`config.mk`:
```
export PLATFORM = sky130hd
export DESIGN_NAME = calc1_req_driver
export DESIGN_NICKNAME = d
export VERILOG_FILES = /design/src/rtl/calc1_req_driver.sv
export SDC_FILE = /design/constraint.sdc
export NUM_CORES = 1
export LEC_CHECK = 0
export CAP_MARGIN = 20
export CORE_ASPECT_RATIO = 1.1
export CORE_MARGIN = 1.5
export CORE_UTILIZATION = 27
export CTS_CLUSTER_SIZE = 24
export DETAILED_ROUTE_END_ITERATION = 6
export GPL_ROUTABILITY_DRIVEN = 0
export GPL_TIMING_DRIVEN = 1
export PLACE_DENSITY_LB_ADDON = 0.3
export SLEW_MARGIN = 30
export SYNTH_ARGS = -nofsm -noshare
export SYNTH_HDL_FRONTEND = slang
export SYNTH_SLANG_ARGS = --single-unit
export TNS_END_PERCENT = 10
```
`constraint.sdc`:
```
create_clock -name clk -period 2.4 [get_ports clk]
set_input_delay 0.48 -clock clk [delete_from_list [all_inputs] [get_ports clk]]
set_output_delay 0.48 -clock clk [all_outputs]
set_load 0.01 [all_outputs]
```
`src/rtl/calc1_req_driver.sv`:
```
// rtl/calc1_req_driver.sv - serialises one request onto calc1's cmd/data bus and returns its response
//
// Ports:
//   clk, reset            rising-edge clock, synchronous active-high reset
//   req_valid/req_ready   request handshake; ready only while idle
//   req_cmd/op1/op2       operation and operands captured on the accept edge
//   cmd_in, data_in       calc1 bus: cmd+op1 in the first cycle, op2 in the second
//   resp_in, data_out     calc1 response code and result
//   rsp_valid/rsp_ready   response handshake
//   rsp_status, rsp_data  00 no-op, 01 ok, 10 calc error, 11 timeout; captured result
//   spurious_resp         sticky flag for a calc1 response seen outside WAIT

module calc1_req_driver #(
   parameter int DATA_W  = 32,
   parameter int CMD_W   = 4,
   parameter int TIMEOUT = 64
) (
   input  logic              clk,
   input  logic              reset,
   input  logic              req_valid,
   output logic              req_ready,
   input  logic [CMD_W-1:0]  req_cmd,
   input  logic [DATA_W-1:0] req_op1,
   input  logic [DATA_W-1:0] req_op2,
   output logic [CMD_W-1:0]  cmd_in,
   output logic [DATA_W-1:0] data_in,
   input  logic [1:0]        resp_in,
   input  logic [DATA_W-1:0] data_out,
   output logic              rsp_valid,
   input  logic              rsp_ready,
   output logic [1:0]        rsp_status,
   output logic [DATA_W-1:0] rsp_data,
   output logic              spurious_resp
);

   localparam int CNT_W = $clog2(TIMEOUT + 1);
   localparam logic [CNT_W-1:0] TIMEOUT_C = CNT_W'(TIMEOUT);

   typedef enum logic [2:0] {
      S_IDLE,
      S_SEND1,
      S_SEND2,
      S_WAIT,
      S_HOLD
   } state_t;

   state_t              state_q, state_d;
   logic [CNT_W-1:0]    cnt_q, cnt_d;
   logic [DATA_W-1:0]   op2_q, op2_d;
   logic [CMD_W-1:0]    cmd_d;
   logic [DATA_W-1:0]   data_d;
   logic                valid_d;
   logic [1:0]          status_d;
   logic [DATA_W-1:0]   rdata_d;
   logic                spur_d;

   assign req_ready = (state_q == S_IDLE);

   // Every output except req_ready is registered, so next values are computed
   // here and loaded together with the state. cmd_in/data_in default to zero so
   // the calc1 bus is idle unless a send cycle is being set up.
   always_comb begin
      state_d  = state_q;
      cnt_d    = cnt_q;
      op2_d    = op2_q;
      cmd_d    = '0;
      data_d   = '0;
      valid_d  = rsp_valid;
      status_d = rsp_status;
      rdata_d  = rsp_data;
      spur_d   = spurious_resp | ((state_q != S_WAIT) && (resp_in != 2'b00));

      case (state_q)
         S_IDLE: begin
            if (req_valid) begin
               op2_d = req_op2;
               cnt_d = '0;
               if (req_cmd == '0) begin
                  // No-op completes locally without touching calc1.
                  state_d  = S_HOLD;
                  valid_d  = 1'b1;
                  status_d = 2'b00;
                  rdata_d  = '0;
               end else begin
                  state_d = S_SEND1;
                  cmd_d   = req_cmd;
                  data_d  = req_op1;
               end
            end
         end
         S_SEND1: begin
            data_d  = op2_q;
            state_d = S_SEND2;
         end
         S_SEND2: begin
            // Counter holds the number of the WAIT cycle currently in progress.
            cnt_d   = CNT_W'(1);
            state_d = S_WAIT;
         end
         S_WAIT: begin
            if (resp_in != 2'b00) begin
               // A response on the final WAIT cycle still beats the timeout.
               state_d  = S_HOLD;
               valid_d  = 1'b1;
               status_d = resp_in;
               rdata_d  = data_out;
            end else if (cnt_q == TIMEOUT_C) begin
               state_d  = S_HOLD;
               valid_d  = 1'b1;
               status_d = 2'b11;
               rdata_d  = '0;
            end else begin
               cnt_d = cnt_q + CNT_W'(1);
            end
         end
         S_HOLD: begin
            if (rsp_ready) begin
               valid_d = 1'b0;
               state_d = S_IDLE;
            end
         end
         default: state_d = S_IDLE;
      endcase
   end

   always_ff @(posedge clk) begin
      if (reset) begin
         state_q       <= S_IDLE;
         cnt_q         <= '0;
         op2_q         <= '0;
         cmd_in        <= '0;
         data_in       <= '0;
         rsp_valid     <= 1'b0;
         rsp_status    <= 2'b00;
         rsp_data      <= '0;
         spurious_resp <= 1'b0;
      end else begin
         state_q       <= state_d;
         cnt_q         <= cnt_d;
         op2_q         <= op2_d;
         cmd_in        <= cmd_d;
         data_in       <= data_d;
         rsp_valid     <= valid_d;
         rsp_status    <= status_d;
         rsp_data      <= rdata_d;
         spurious_resp <= spur_d;
      end
   end

endmodule

```
==> reports/metrics.cfg <==
[global_route]
grt_pass1_vias = 3835
grt_usage_pct = 15.1
grt_max_degree = 38
antenna_found_initial = 0
grt_pass1_wl_mm = 19.5
grt.overflow.total = 0

[final_layout]
fin_nets = 711
area_delta_synth_final_pct = 60.2
final_cells = 816
n_fill_cell = 1465
n_antenna_cell = 0
drive_gt1_share_pct = 17.9

[place]
pre_cts_ws_ps = 138
dp.cells = 784
dp_hpwl_mm = 8.91
port_buffers = 178

[routing]
routed_wl_mm = 12.4
drc = 0
wire_per_inst_um = 15.3
drt_iter0_drc = 173
ant_nets = 0
dr.pass1.iters = 4
via_per_inst = 4.54
vias = 3707

[worst_setup_path]
path_depth = 3
cp_slowest_stage_delay_ps = 560
worstPathArrival_ps = 1770
r2r_end = cnt_q[6]
path_class = reg -> out
cp-endpoint = req_ready
critPathTopFamily = buffers and inverters
crit_slowest_cell = clkdlybuf4s50_1
critPathBufInv = 1
cp-start-kind = register
r2r_setup_slack_ps = 590
path_cells = or2_2, nor2_1, clkdlybuf4s50_1
crit_fanout = 10
r2r.worst_path.cells = 5
cp-startpoint = state_q[0]
r2r-start = state_q[2]
endpoint_kind = primary output
cp_data_required_time_ps = 1920

[clocking]
cts_hold_buf = 0
cts-root-buf = clkbuf_16
clk_latency_ps = 400
htreeDepth = 4
cts_setup_buffers = 0
cts.sinks = 114
postCtsResizedCells = 0
clk_pin_slew_ps = 50
tritoncts = done
cts_buffers = 17
ctsLongestPathBuffers = 2

[sta]
tightestPinTransition_ps = 877
fin_crit_sh_pct = 93.7
max_freq_mhz = 445
hold_violations = 0
postLayoutSetupSlackWorst_ps = 151
finalSetupViolations = 0
grt_setup_unrepaired = no
relSlewSlack_pct = 41.5
min_period_ps = 2250
finalClockSkew_ps = 7.68
hold_ws_ps = 452
maxSlewViolCount = 0
setup-tns-final_ps = 0

[die]
rows = 48
chipHeight_um = 135
fp.coreArea_mm2 = 0.0156
start_util_pct = 27.5
die_w_um = 123
ios = 179
dieArea_mm2 = 0.0167

[synthesis]
avgSynthCellArea_um2 = 10.1
synth_seq_area_share_pct = 53.1
yosys_warnings = 0
syn_inst = 425
ys_seq_elements = 114
synth-edff-count = 0
netlist_area_mm2 = 0.00430
mappedNetlistNets = 533
synthArstFlopShare_pct = 0
ys.flop_type = dfxtp_1
ys_types = 48

[run_status]
status = finished clean

[power]
ir_worst_vdd_mv = 0.463
p_per_area_mw_per_mm2 = 795
finalPower_mw = 5.47
leakage_nw = 2.52

[run]
maxCapViolCount = 0

[min_path]
hold_path.class = reg -> reg

layout make-up:
class / instances / area, um^2 / area share [%]
Tap cell: 200 / 250 / 3.63
Inverter: 8 / 30.0 / 0.436
Sequential cell: 114 / 2280 / 33.2
Clock buffer: 23 / 488 / 7.09
Timing Repair Buffer: 191 / 1900 / 27.6
Multi-Input combinational cell: 271 / 1810 / 26.3
Clock inverter: 9 / 126 / 1.84
worst register-to-register path, cell delays in order (launching register included):
cell and delay (ps):
dfxtp_1 300, buf_4 170, and3b_1 440, nand4_4 170, or4_1 490, a21oi_1 160
through the flow:
step	utilization [%]	area, um^2
after floorplan	-	4300
after global placement	40.2	6270
after detailed placement	40.2	6270
after CTS	44.1	6890
after global routing	44.1	6890
final	44.1	6890
where the power goes:
part	internal (mW)	switching, mW
clock network	1.74	0.848
logic	0.412	0.402
registers	2.01	0.0626
routing by layer:
layer | vias to the layer above | global-route usage (%) | part of all wire [%]
met3 | 19 | 4.42 | 4.6
met5 | - | 0 | 0
met2 | 85 | 27.1 | 53
met1 | 1760 | 16.8 | 41
met4 | 0 | 5.68 | 2.1
li1 | 1843 | - | -
synthesized netlist by cell type (2+ instances only):
master | instances | area, um^2
a21oi_1 | 39 | 195
a22o_1 | 32 | 280
a22oi_1 | 2 | 15.0
a22oi_2 | 30 | 375
and3_1 | 4 | 25.0
buf_1 | 3 | 11.3
buf_2 | 10 | 50.1
buf_6 | 8 | 90.1
clkbuf_1 | 10 | 37.5
dfxtp_1 | 114 | 2280
ha_1 | 2 | 25.0
inv_1 | 8 | 30.0
mux2i_1 | 2 | 20.0
nand2_1 | 72 | 270
nor2_1 | 21 | 78.8
nor2_2 | 21 | 131
o211ai_1 | 2 | 15.0
o21a_1 | 2 | 15.0
o21ai_0 | 7 | 35.0
o21ai_1 | 2 | 10.0
o31ai_1 | 3 | 22.5
or3_1 | 4 | 25.0
or4_1 | 2 | 15.0
layout by cell type (no fill, tap or decap), drive strengths merged, types with 2 or more instances in the layout:
cell type      synthesis  routed
nand2                 72      72
o21ai                 10      10
or4                    2       2
o211ai                 3       3
or4b                   2       2
bufinv                 0       3
or3                    4       4
o21a                   2       2
dfxtp                114     114
ha                     2       2
mux2i                  2       2
nor2                  43      43
a21oi                 40      40
inv                    8       9
a22oi                 32      32
o31ai                  3       3
clkinv                 0       4
and3                   4       4
clkbuf                10      23
buf                   22      14
clkdlybuf4s50          0     177
a22o                  32      32
registers in the layout, summed over array words and instances (netlist names):
name           count
cmd_in             4
cnt_q              7
data_in           32
op2_q             32
rsp_data          32
rsp_status         2
rsp_valid          1
spurious_resp      1
state_q            3
kinds of logic (layout without fill, tap and decap cells):
kind of cell               after synthesis  count (layout)  share of synthesized area (%)
DFF                                    114             114                           53.1
and+or+nand+nor                        139             139                           16.0
AOI/OAI and AO/OA                      127             127                           24.3
adders and majority gates                2               2                          0.582
xor gates and xnor gates                 1               1                          0.204
muxes                                    2               2                          0.466
buffers and inverters                   40             231                           5.27
worst min path at each step:
stage                     startpoint         to  slack, ps  cells after the start
after global placement     op2_q[31]  op2_q[31]        440                      2
after CTS                  op2_q[31]  op2_q[31]        450                      2
final                      op2_q[31]  op2_q[31]        450                      2
after floorplan            op2_q[22]  op2_q[22]        440                      2
after detailed placement   op2_q[31]  op2_q[31]        450                      2
after global routing       op2_q[22]  op2_q[22]        480                      2
Note: power is estimated with default switching activity, not from simulation.
==> RTL change (same flow settings) <==
The 5 states of `state_t` get a one-hot encoding in 5 bits.
--- a/src/rtl/calc1_req_driver.sv
+++ b/src/rtl/calc1_req_driver.sv
@@ -38,8 +38,8 @@
 
-   typedef enum logic [2:0] {
-      S_IDLE,
-      S_SEND1,
-      S_SEND2,
-      S_WAIT,
-      S_HOLD
+   typedef enum logic [4:0] {
+      S_IDLE  = 5'b00001,
+      S_SEND1 = 5'b00010,
+      S_SEND2 = 5'b00100,
+      S_WAIT  = 5'b01000,
+      S_HOLD  = 5'b10000
    } state_t;
Behaviour: same outputs for any inputs over 10 cycles, from zero or initial values and one cycle with reset high; not proved beyond that.
==> RTL change against the unedited design <==
- routed wire length up 0.88%
- total power is 5.3% lower
- sequential share of layout area rose by 0.73 points
- design area decreased by 0.49%
- register-to-register slack worse by 240 ps
- synthesized area shrank 0.61%
- via count rose by 9.9%
- sequential cell count grew 2
- worst setup slack better by 43 ps
- largest cell class unchanged
==> RTL change: results (changes against the unedited design) <==
Parameter                              Value

Setup path
  Arrival @ worst endpoint ... 1730 ps (-40 ps)
  Critical path origin ... state_q[1]
  R2R Path Start ... cnt_q[2]
  Worst-path fanout max ... 4 (-6)

Hold path
  Critical hold path startpoint ... op2_q[10]
  Min-delay worst type ... flop to flop

Clocking
  Num CTS Buffers ... 17 (unchanged)
  Post-CTS setup buffers ... 0 (unchanged)
  Deepest clock path buffer count ... 2 (unchanged)
  Clock latency at the later pin of the worst-skew pair ... 410 ps
  Number of H-tree branching levels ... 4 (unchanged)
  Count of instances resized after the clock tree is built ... 1 (+1)
  Master cell of the clock root buffer ... sky130_fd_sc_hd__clkbuf_16

GRT
  Pin count of the biggest net entering global routing ... 42 (+11%)
  Number of antenna violations at the first check in global routing ... 0 (unchanged)
  Global-route wire length before repair ... 19400 µm (-0.78%)
  Overall Global Routing Usage ... 0.151 (-0.000333)
  Via count of the first global-routing pass ... 4104 (+7.0%)

Run
  Maximum Capacitance Violations ... 0 (unchanged)

Yosys
  Number of nets in the synthesized netlist ... 555 (+4.1%)
  Fraction of the yosys area taken by sequential cells ... 0.544 (+0.0126)
  Avg Cell Area, Syn ... 9.56 µm² (-5.5%)
  Most numerous cell types in the synthesized netlist ... sky130_fd_sc_hd__dfxtp_1 (116), sky130_fd_sc_hd__nand2_1 (70), sky130_fd_sc_hd__nor2_1 (40)
  Number of unique standard cell types used by synthesis ... 46 (-4.2%)
  Async set-reset flop share out of synthesis ... 0 (unchanged)
  Count of synthesis-stage warnings from yosys ... 0 (unchanged)
  Largest cells by area after synthesis ... sky130_fd_sc_hd__dfxtp_1 (54%), sky130_fd_sc_hd__a32o_1 (7.5%), sky130_fd_sc_hd__nand2_1 (6.2%), sky130_fd_sc_hd__a22oi_1 (5.6%), sky130_fd_sc_hd__a21oi_1 (4.1%)

Final layout
  Registers with the most flip-flops ... data_in x32, op2_q x32, rsp_data x32
  Number of nets in the layout ... 731 (+2.8%)
  Number of non-filler instances in the completed layout ... 836 (+2.5%)
  Layout cells sized above 1 ... 0.0912 (-0.0874)
  Antenna Diode Count ... 0 (unchanged)

Placement
  # placed instances ... 804 (+2.6%)
  IO Port Bufs ... 178 (unchanged)
  HPWL after detailed placement ... 8760 µm (-1.7%)

Routing
  Via/cell ratio ... 4.87 (+7.3%)
  Number of design-rule violations left by the first detailed-router iteration ... 123 (-29%)
  Wire per inst ... 15.0 µm (-1.5%)

STA
  Worst rel slew slack ... 0.670 (+0.255)
  Clock tree skew after final layout ... 6.46 ps (-1.22 ps)

Run status
  Outcome ... finished, final reports clean

Power and ir drop
  Leakage ... 2.54 nW (+0.68%)
  Peak supply drop ... 375 µV (-19%)
RTL change: per-stage QoR:
step	area [µm²]	worst slack (ps)
2_1_floorplan	4270	491
3_3_place_gp	6260	33.0
3_5_place_dp	6260	-12.0
4_1_cts	6850	140
5_1_grt	6850	109
6_report	6850	194
RTL change: logic make-up after synthesis:
family | after synthesis | share of synthesized area
buffers and inverters | 45 | 0.0510
and+or+nand+nor | 149 | 0.165
muxes | 2 | 0.00586
xor gates and xnor gates | 2 | 0.00410
adders and majority gates | 2 | 0.00586
DFF | 116 | 0.544
AOI/OAI and AO/OA | 131 | 0.225
RTL change: final cells by class:
| class | instances | area [µm²] |
|---|---|---|
| fillers | 1507 | 8700 |
| flip-flops and latches | 116 | 2320 |
| repair buffers | 194 | 1920 |
| multi-input cells | 286 | 1740 |
| clock buffers | 22 | 464 |
| well taps | 200 | 250 |
| clock inverters | 10 | 130 |
| inverters | 8 | 30.0 |
RTL change: final timing paths:
path / to / slack (ps) / depth (start not counted)
max: req_ready / 190 / 3
min: op2_q[10] / 450 / 2
max reg2reg: rsp_data[10] / 350 / 4
min reg2reg: op2_q[10] / 450 / 2
RTL change: metal layers:
layer	GRT usage	routed length [µm]
met3	0.0638	1320
met1	0.163	5090
met2	0.259	5970
met4	0.0614	180
met5	0	0
RTL change: report_power, final:
group	leakage (nW)	internal, mW	total (mW)	switching [mW]
logic	1.31	0.328	0.617	0.289
clock network	0.290	1.67	2.52	0.848
registers	0.942	2.01	2.04	0.0360
RTL change: worst max-delay path, cell delays in order, from the launching register on:
cell and delay (ps):
sky130_fd_sc_hd__dfxtp_1 310, sky130_fd_sc_hd__or4b_4 600, sky130_fd_sc_hd__nor2_2 120, sky130_fd_sc_hd__dlygate4sd2_1 290
